<file path="config.mk">
export PLATFORM = sky130hd
export DESIGN_NAME = gshare_predictor
export DESIGN_NICKNAME = d
export VERILOG_FILES = /design/src/rtl/rv32i_types.sv /design/src/rtl/sat_counter2.sv /design/src/rtl/gshare_predictor.sv
export SDC_FILE = /design/constraint.sdc
export NUM_CORES = 1
export LEC_CHECK = 0
export CORE_AREA = 4 4 267 269
export DETAILED_ROUTE_END_ITERATION = 12
export DIE_AREA = 0 0 271 273
export RECOVER_POWER = 25
export SKIP_LAST_GASP = 1
export SLEW_MARGIN = 30
export SYNTH_ARGS = -nofsm -noshare
export SYNTH_HDL_FRONTEND = slang
export SYNTH_HIERARCHICAL = 1
export SYNTH_SLANG_ARGS = --single-unit
</file>
<file path="constraint.sdc">
create_clock -name clk -period 14.3 [get_ports clk]
set_input_delay 3.575 -clock clk [delete_from_list [all_inputs] [get_ports clk]]
set_output_delay 3.575 -clock clk [all_outputs]
set_load 0.05 [all_outputs]
</file>
<file path="src/rtl/rv32i_types.sv">
// Shared RV32I types plus the 2-bit branch-predictor counter type and its encodings.
package rv32i_types;

  typedef logic [31:0] rv32i_word;

  // 2-bit saturating direction counter; the MSB is the predicted direction.
  typedef logic [1:0] bp_ctr_t;

  localparam bp_ctr_t CTR_SNT = 2'b00;  // strongly not-taken
  localparam bp_ctr_t CTR_WNT = 2'b01;  // weakly not-taken
  localparam bp_ctr_t CTR_WT  = 2'b10;  // weakly taken
  localparam bp_ctr_t CTR_ST  = 2'b11;  // strongly taken

endpackage

</file>
<file path="src/rtl/sat_counter2.sv">
// Next-value function of a 2-bit saturating counter. It is shared by the gshare
// and local predictors.
module sat_counter2
  import rv32i_types::*;
(
  input  bp_ctr_t cur,
  input  logic    taken,
  output bp_ctr_t nxt
);

  // Count toward the outcome and stop at the strong states.
  always_comb begin
    // NOTE: nxt gets a default first, so every path assigns it and no latch is inferred.
    nxt = cur;
    if (taken && (cur != CTR_ST)) begin
      nxt = cur + 2'd1;
    end else if (!taken && (cur != CTR_SNT)) begin
      nxt = cur - 2'd1;
    end
  end

endmodule

</file>
<file path="src/rtl/gshare_predictor.sv">
// Gshare direction predictor. The PHT of 2-bit counters is indexed by
// PC[HIST_BITS+1:2] XOR the speculative GHR. The lookup path is combinational.
// Training and GHR repair happen when the branch resolves in EX.
module gshare_predictor
  import rv32i_types::*;
#(
  parameter int      HIST_BITS = 8,
  parameter bp_ctr_t CTR_INIT  = CTR_WNT
) (
  input  logic                 clk,
  input  logic                 rst,
  input  rv32i_word            if_pc,
  input  logic                 lookup_valid,
  output logic                 global_prediction,
  output logic [HIST_BITS-1:0] pred_index,
  output logic [HIST_BITS-1:0] pred_ghr,
  input  logic                 upd_valid,
  input  logic [HIST_BITS-1:0] upd_index,
  input  logic [HIST_BITS-1:0] upd_ghr,
  input  logic                 upd_taken,
  input  logic                 upd_mispredict
);

  localparam int PHT_DEPTH = 2 ** HIST_BITS;

  logic [HIST_BITS-1:0] ghr;
  bp_ctr_t              pht [PHT_DEPTH];
  logic [HIST_BITS-1:0] lookup_idx;
  bp_ctr_t              upd_ctr_nxt;

  // Only the word-aligned PC bits that feed the index matter here.
  logic unused_pc_bits;
  assign unused_pc_bits = ^{if_pc[31:HIST_BITS+2], if_pc[1:0]};

  // Lookup: PHT reads come straight from the flops, so a same-cycle update is not bypassed.
  assign lookup_idx        = if_pc[HIST_BITS+1:2] ^ ghr;
  assign pred_index        = lookup_idx;
  assign pred_ghr          = ghr;
  assign global_prediction = pht[lookup_idx][1];

  sat_counter2 u_upd_ctr (
    .cur   (pht[upd_index]),
    .taken (upd_taken),
    .nxt   (upd_ctr_nxt)
  );

  // Speculative history: a mispredict repair takes priority over the fetch-side shift.
  always_ff @(posedge clk) begin
    // NOTE: sequential state uses non-blocking assignments, so every reader sees the pre-edge value.
    if (rst) begin
      ghr <= '0;
    end else if (upd_valid && upd_mispredict) begin
      ghr <= {upd_ghr[HIST_BITS-2:0], upd_taken};
    end else if (lookup_valid) begin
      ghr <= {ghr[HIST_BITS-2:0], global_prediction};
    end
  end

  // PHT training: at most one write per cycle, to upd_index only.
  always_ff @(posedge clk) begin
    if (rst) begin
      // NOTE: the PHT is built from flops, not a RAM macro, so every entry is reset in the same cycle.
      for (int i = 0; i < PHT_DEPTH; i++) begin
        pht[i] <= CTR_INIT;
      end
    end else if (upd_valid) begin
      pht[upd_index] <= upd_ctr_nxt;
    end
  end

endmodule

</file>
# Word level (Yosys, flattened, before mapping)

Memory sizes are Yosys's and may differ from the RTL's.
Cells that the tools add are included.

Register bits after elaboration: 8
Memory bits (writable): 512
Bits of input ports: 54
Output and inout port bits: 17
Logic and storage cells: 25
Memories kept: 1

$add $sub $neg: 2
Equal/unequal tests: 1
Muxes and demuxes: 12
Bitwise operators: 1
Reductions and logical operators: 7

Memory list:

| memory | words | width | read ports | clocked after memory_dff | write ports | line                   | text |
|---|---|---|---|---|---|---|---|
| pht    | 256   | 2     | 2          | 0                        | 256         | gshare_predictor.sv:27 | `bp_ctr_t pht [PHT_DEPTH];` |

Operators by type and width:

| cell                                                                | count |
|---|---|
| 8-bit two-way mux                                                   | 3 |
| 8-bit bitwise XOR                                                   | 1 |
| 1-bit two-way mux                                                   | 6 |
| 2-bit two-way mux                                                   | 3 |
| 2-bit nonzero test                                                  | 2 |
| 1-bit logical AND                                                   | 3 |
| 2-bit by 1-bit adder with 2-bit output (second input constant)      | 1 |
| 2-bit inequality test (second input constant)                       | 1 |
| 2-bit OR reduction                                                  | 1 |
| 2-bit by 1-bit subtractor with 2-bit output (second input constant) | 1 |
| 1-bit zero test                                                     | 1 |

# Depth between registers and ports, before layout

An unclocked memory read counts as a cell.

Depth in word-level cells: 6
Mapped depth: 19
Gate-level depth less buffers: 12

# Hierarchy

The synthesis kept the hierarchy.

By module, submodules not included:

| module           | times used | cells each | area each (µm²) | seq. area each (µm²) |
|---|---|---|---|---|
| gshare_predictor | 1          | 2,055      | 27,301.2        | 15,534.9 |
| sat_counter2     | 1          | 7          | 60.1            | 0.0 |

# Worst setup path before layout

OpenSTA, ideal clock, no wires.

Path type: input to output
Start: input port if_pc[2]
End: output port global_prediction
Data arrival time: 6.133 ns
Required time: 10.725 ns
Slack: 4.592 ns
Cell stages on the path: 11
Cell sequence: xnor2_1 > buf_2 > inv_1 > clkbuf_1 > nor2_1 > a311oi_1 > o211ai_1 > nor4b_1 > a31oi_1 > nand3b_1 > inv_1

Longest elaborated chain between the ends: 2

RTL lines:

| what                    | line                   | text |
|---|---|---|
| start, declared         | gshare_predictor.sv:12 | `input rv32i_word if_pc,` |
| 8-bit bitwise XOR       | gshare_predictor.sv:36 | `assign lookup_idx = if_pc[HIST_BITS+1:2] ^ ghr;` |
| net pred_index[0]       | gshare_predictor.sv:15 | `output logic [HIST_BITS-1:0] pred_index,` |
| memory read 256 x 2 bit | n/a                    |  |
| end, declared           | gshare_predictor.sv:14 | `output logic global_prediction,` |

The timed path passes the listed nets, and every way through them passes these cells.

# Worst setup path after layout

Start: input port if_pc[3]
End: output port global_prediction

Longest elaborated chain between the ends: 2

RTL lines:

| what                    | line |
|---|---|
| 8-bit bitwise XOR       | gshare_predictor.sv:36 |
| memory read 256 x 2 bit | n/a |

Every way passes these cells.

==> metrics.md <==
| Metric | Value |
|---|---|
| Hold path cells | 2 |
| GRT Overall Usage | 24.3% |
| Logic pwr share | 13.0% |
| CTS tree | yes |
| Final Cell Area | 0.0306 mm2 |
| Failing checks | capacitance limit, slew limit |
| Die area | 0.0740 mm2 |
| Fin crit period | 11.76 ns |
| Leakage | 9.74 nW |
| FF+latch count, synth | 520 |
| Synthesized instance count | 2,062 |
| Fin. Hold Viols | 0 |
| Ratio of cells with drive above 1 in the final layout | 19.5% |
| Clock power frac | 40.0% |
| Worst hold path type | reg -> reg |
| CTS resizes | 0 |
| Seq/Total Area, Yosys | 56.8% |
| Reg2reg path depth | 12 |
| Worst-Skew Late Latency | 0.62 ns |
| CP bufs+invs | 7 |
| Kind of critical path | in -> out |
| Flop2flop setup slack | 9.13 ns |
| # Post-CTS Setup Buffers | 0 |
| R2r startpoint | pht[59][1] |
| Final setup violation count | 0 |
| WL final | 90,800 um |
| Vias per Instance | 6.40 |
| I/O Pins | 71 |
| Area share of fa/ha/maj cells after synthesis | 0.0915% |
| Crit-path slowest cell | buf_4 |
| Hpwl dp | 54,100 um |
| Root Buffer | clkbuf_16 |
| Worst Path Required | 10.72 ns |
| CTS Buffer Depth | 3 |
| Fmax | 85.0 MHz |
| VDD IR max | 0.0794 mV |
| Hold path endpoint | pred_ghr[7] |
| Number of max-cap violations | 8 |
| Syn_nets | 2,118 |
| Post-synth EDFFs | 512 |
| Int Pwr | 2.71 mW |
| Die Y-Extent | 273 um |
| Post-DRT Antenna Nets | 0 |
| CP top delay family | buffers and inverters |
| Layout Cells excl Fill | 3,001 |
| Unique masters post-synth | 50 |
| CP arrival | 8.19 ns |
| Mean Syn Cell Area | 13.3 um2 |
| Antenna violations before repair | 2 |
| Final period util | 82.3% |
| Post-synthesis xor/xnor area fraction | 0.288% |
| Clock sinks | 520 |
| Max incr delay on CP | 0.71 ns |
| Initial Util | 39.9% |
| H-tree levels | 2 |
| Chip width | 271 um |
| Crit Path Max Fanout | 38 |
| Synth top area cells | edfxtp_1 (56%), mux4_2 (18%), a21o_1 (5.5%), nand2_1 (3.9%), nor2_1 (3.8%) |
| Critical Path Most Common Cell | buf_4 |
| Unrepaired setup endpoints after global routing | no |
| CTS clk-pin slew, worst paths | 0.06 ns |
| Largest net degree at the start of global routing | 107 |
| CP cell instances | clkdlybuf4s50_1 > xnor2_1 > buf_4 > clkinv_2 > buf_4 > buf_4 > mux4_2 > mux2i_1 > or3_1 > a21oi_1 > or4_1 > nand3b_1 > inv_1 > clkdlybuf4s50_1 |
| Global route overflow | 0 |
| Synth Area in Compound Gates | 8.38% |
| HP Start | pred_ghr[7] |
| First-pass GRT wire length | 132,000 um |
| Vias in the first global route | 18,800 |
| Yosys warnings | 6 |
| Largest family of logic cells by synthesized area | multiplexers |
| Net Switching | 0.933 mW |
| Setup tns final | 0 ns |
| Part of the power in registers | 47.0% |
| Share of synthesized cell area in and, or, nand and nor gates | 12.1% |
| Synth area leader | edfxtp_1 |
| Max-slew violations | 194 |
| Num rows | 96 |
| Number of fill cells | 6,095 |
| Reg2reg end | pht[187][1] |
| Post-synthesis mux area share | 19.0% |
| TritonCTS Buffers | 53 |
| Core area | 0.0686 mm2 |
| Vias | 19,200 |
| Post-Syn Area | 0.0274 mm2 |
| Sw Ratio | 25.6% |
| Clock skew | 0.0208 ns |
| Routed length per instance | 30.3 um |
| Final GP Congestion | 0.879 |
| Port buffer count | 45 |
| PD cells | 119 mW/mm2 |
| Yosys top cell area share | 56.2% |
| CP Launch Type | input port |
| Status | finished with violations |
| Layout area overhead | 11.9% |
| Critical path endpoint category | output pin |
| CTS Hold Bufs | 0 |
| # DRC | 0 |
| Predominant post-synthesis flop cell | edfxtp_1 |
| Slew @ Worst Pin | 4.12 ns |
| Placed Area | 0.0289 mm2 |
| Slew Limit Headroom | -175% |
| Nets | 2,080 |
| Placed cell count | 2,899 |
| Initial DRC count | 2,644 |
| First-pass iteration count of the detailed router | 7 |
| Share of flip-flops with an asynchronous set or reset | 0% |
| Post-layout util | 44.6% |
layer usage:
layer | part of all wire [%] | wire (um) | global-route usage, % | vias to the layer above
li1 | - | - | - | 7776
met1 | 37 | 33300 | 31.8 | 9868
met2 | 47 | 42800 | 38.9 | 1330
met3 | 11 | 10300 | 5.73 | 245
met4 | 4.9 | 4480 | 10.7 | 0
met5 | 0 | 0 | 0 | -
final cells by class:
cell class / count / area, um2 / area share [%]
inverter: 11 / 42.5 / 0.139
clock buffer: 64 / 1410 / 4.61
timing repair buffer: 125 / 1040 / 3.38
antenna: 2 / 5.00 / 0.0163
tap: 931 / 1160 / 3.81
sequential: 520 / 15500 / 50.8
multi-input combinational: 1313 / 11000 / 36.1
clock inverter: 35 / 375 / 1.23
tightest hold or removal path: cells and delay by family, from the launching register on:
family,cells,cell delay [ns]
flip-flops,1,0.33
multiplexers,1,0.13
AO/OA/AOI/OAI,1,0.08
cells in the mapped netlist, types with 10 or more instances:
master,number
edfxtp_1,512
nand2_1,283
nor2_1,274
mux4_2,224
a21o_1,200
clkbuf_1,165
o21bai_1,53
and3_1,52
or3_1,48
buf_2,25
nor3_1,22
buf_1,21
nand3_1,21
mux2i_1,16
nand2b_1,13
nand4_1,13
a22oi_1,12
nor2b_1,10
worst max-delay path by stage:
stage               startpoint                 to  slack, ns  cells past startpoint
detailed placement    if_pc[3]  global_prediction       2.53                     14
CTS                   if_pc[3]  global_prediction       2.52                     14
global route          if_pc[3]  global_prediction       2.33                     14
finish                if_pc[3]  global_prediction       2.54                     14
floorplan             if_pc[2]  global_prediction       4.59                     11
global placement      if_pc[3]  global_prediction       2.48                     14
cells by family after synthesis:
group | Yosys count
xor gates and xnor gates | 9
DFF | 520
muxes | 240
adders and majority gates | 2
buffers and inverters | 229
and+or+nand+nor | 756
AOI/OAI and AO/OA | 306
through the flow:
step	power (mW)	hold WS (ns)	setup WS, ns
2_1_floorplan	2.04	0.793	4.59
3_3_place_gp	2.21	0.566	2.48
3_5_place_dp	2.22	0.572	2.53
4_1_cts	3.66	0.588	2.52
5_1_grt	3.75	0.641	2.33
6_report	3.65	0.592	2.54
flip-flops by register name (all words and copies together) (netlist names):
register  flops
pht         512
pred_ghr      8
placed cells by master (no fill, tap or decap), drive strengths merged, types with 13 or more instances in the layout:
cell type / n
o21bai: 53
clkinv: 26
a21o: 201
or3: 48
nand3: 21
clkdlybuf4s50: 30
mux2i: 16
mux4: 224
nand4: 13
nor2: 274
nand2b: 13
clkbuf: 89
edfxtp: 512
buf: 60
nor3: 22
nand2: 283
and3: 52
power groups by stage:
stage | Combinational (mW) | Clock, mW | Sequential, mW
floorplan | 0.300 | 0 | 1.74
global placement | 0.464 | 0 | 1.74
detailed placement | 0.469 | 0 | 1.75
CTS | 0.471 | 1.47 | 1.71
global route | 0.495 | 1.54 | 1.72
finish | 0.475 | 1.46 | 1.71
Power figures use the tool's default switching activity.
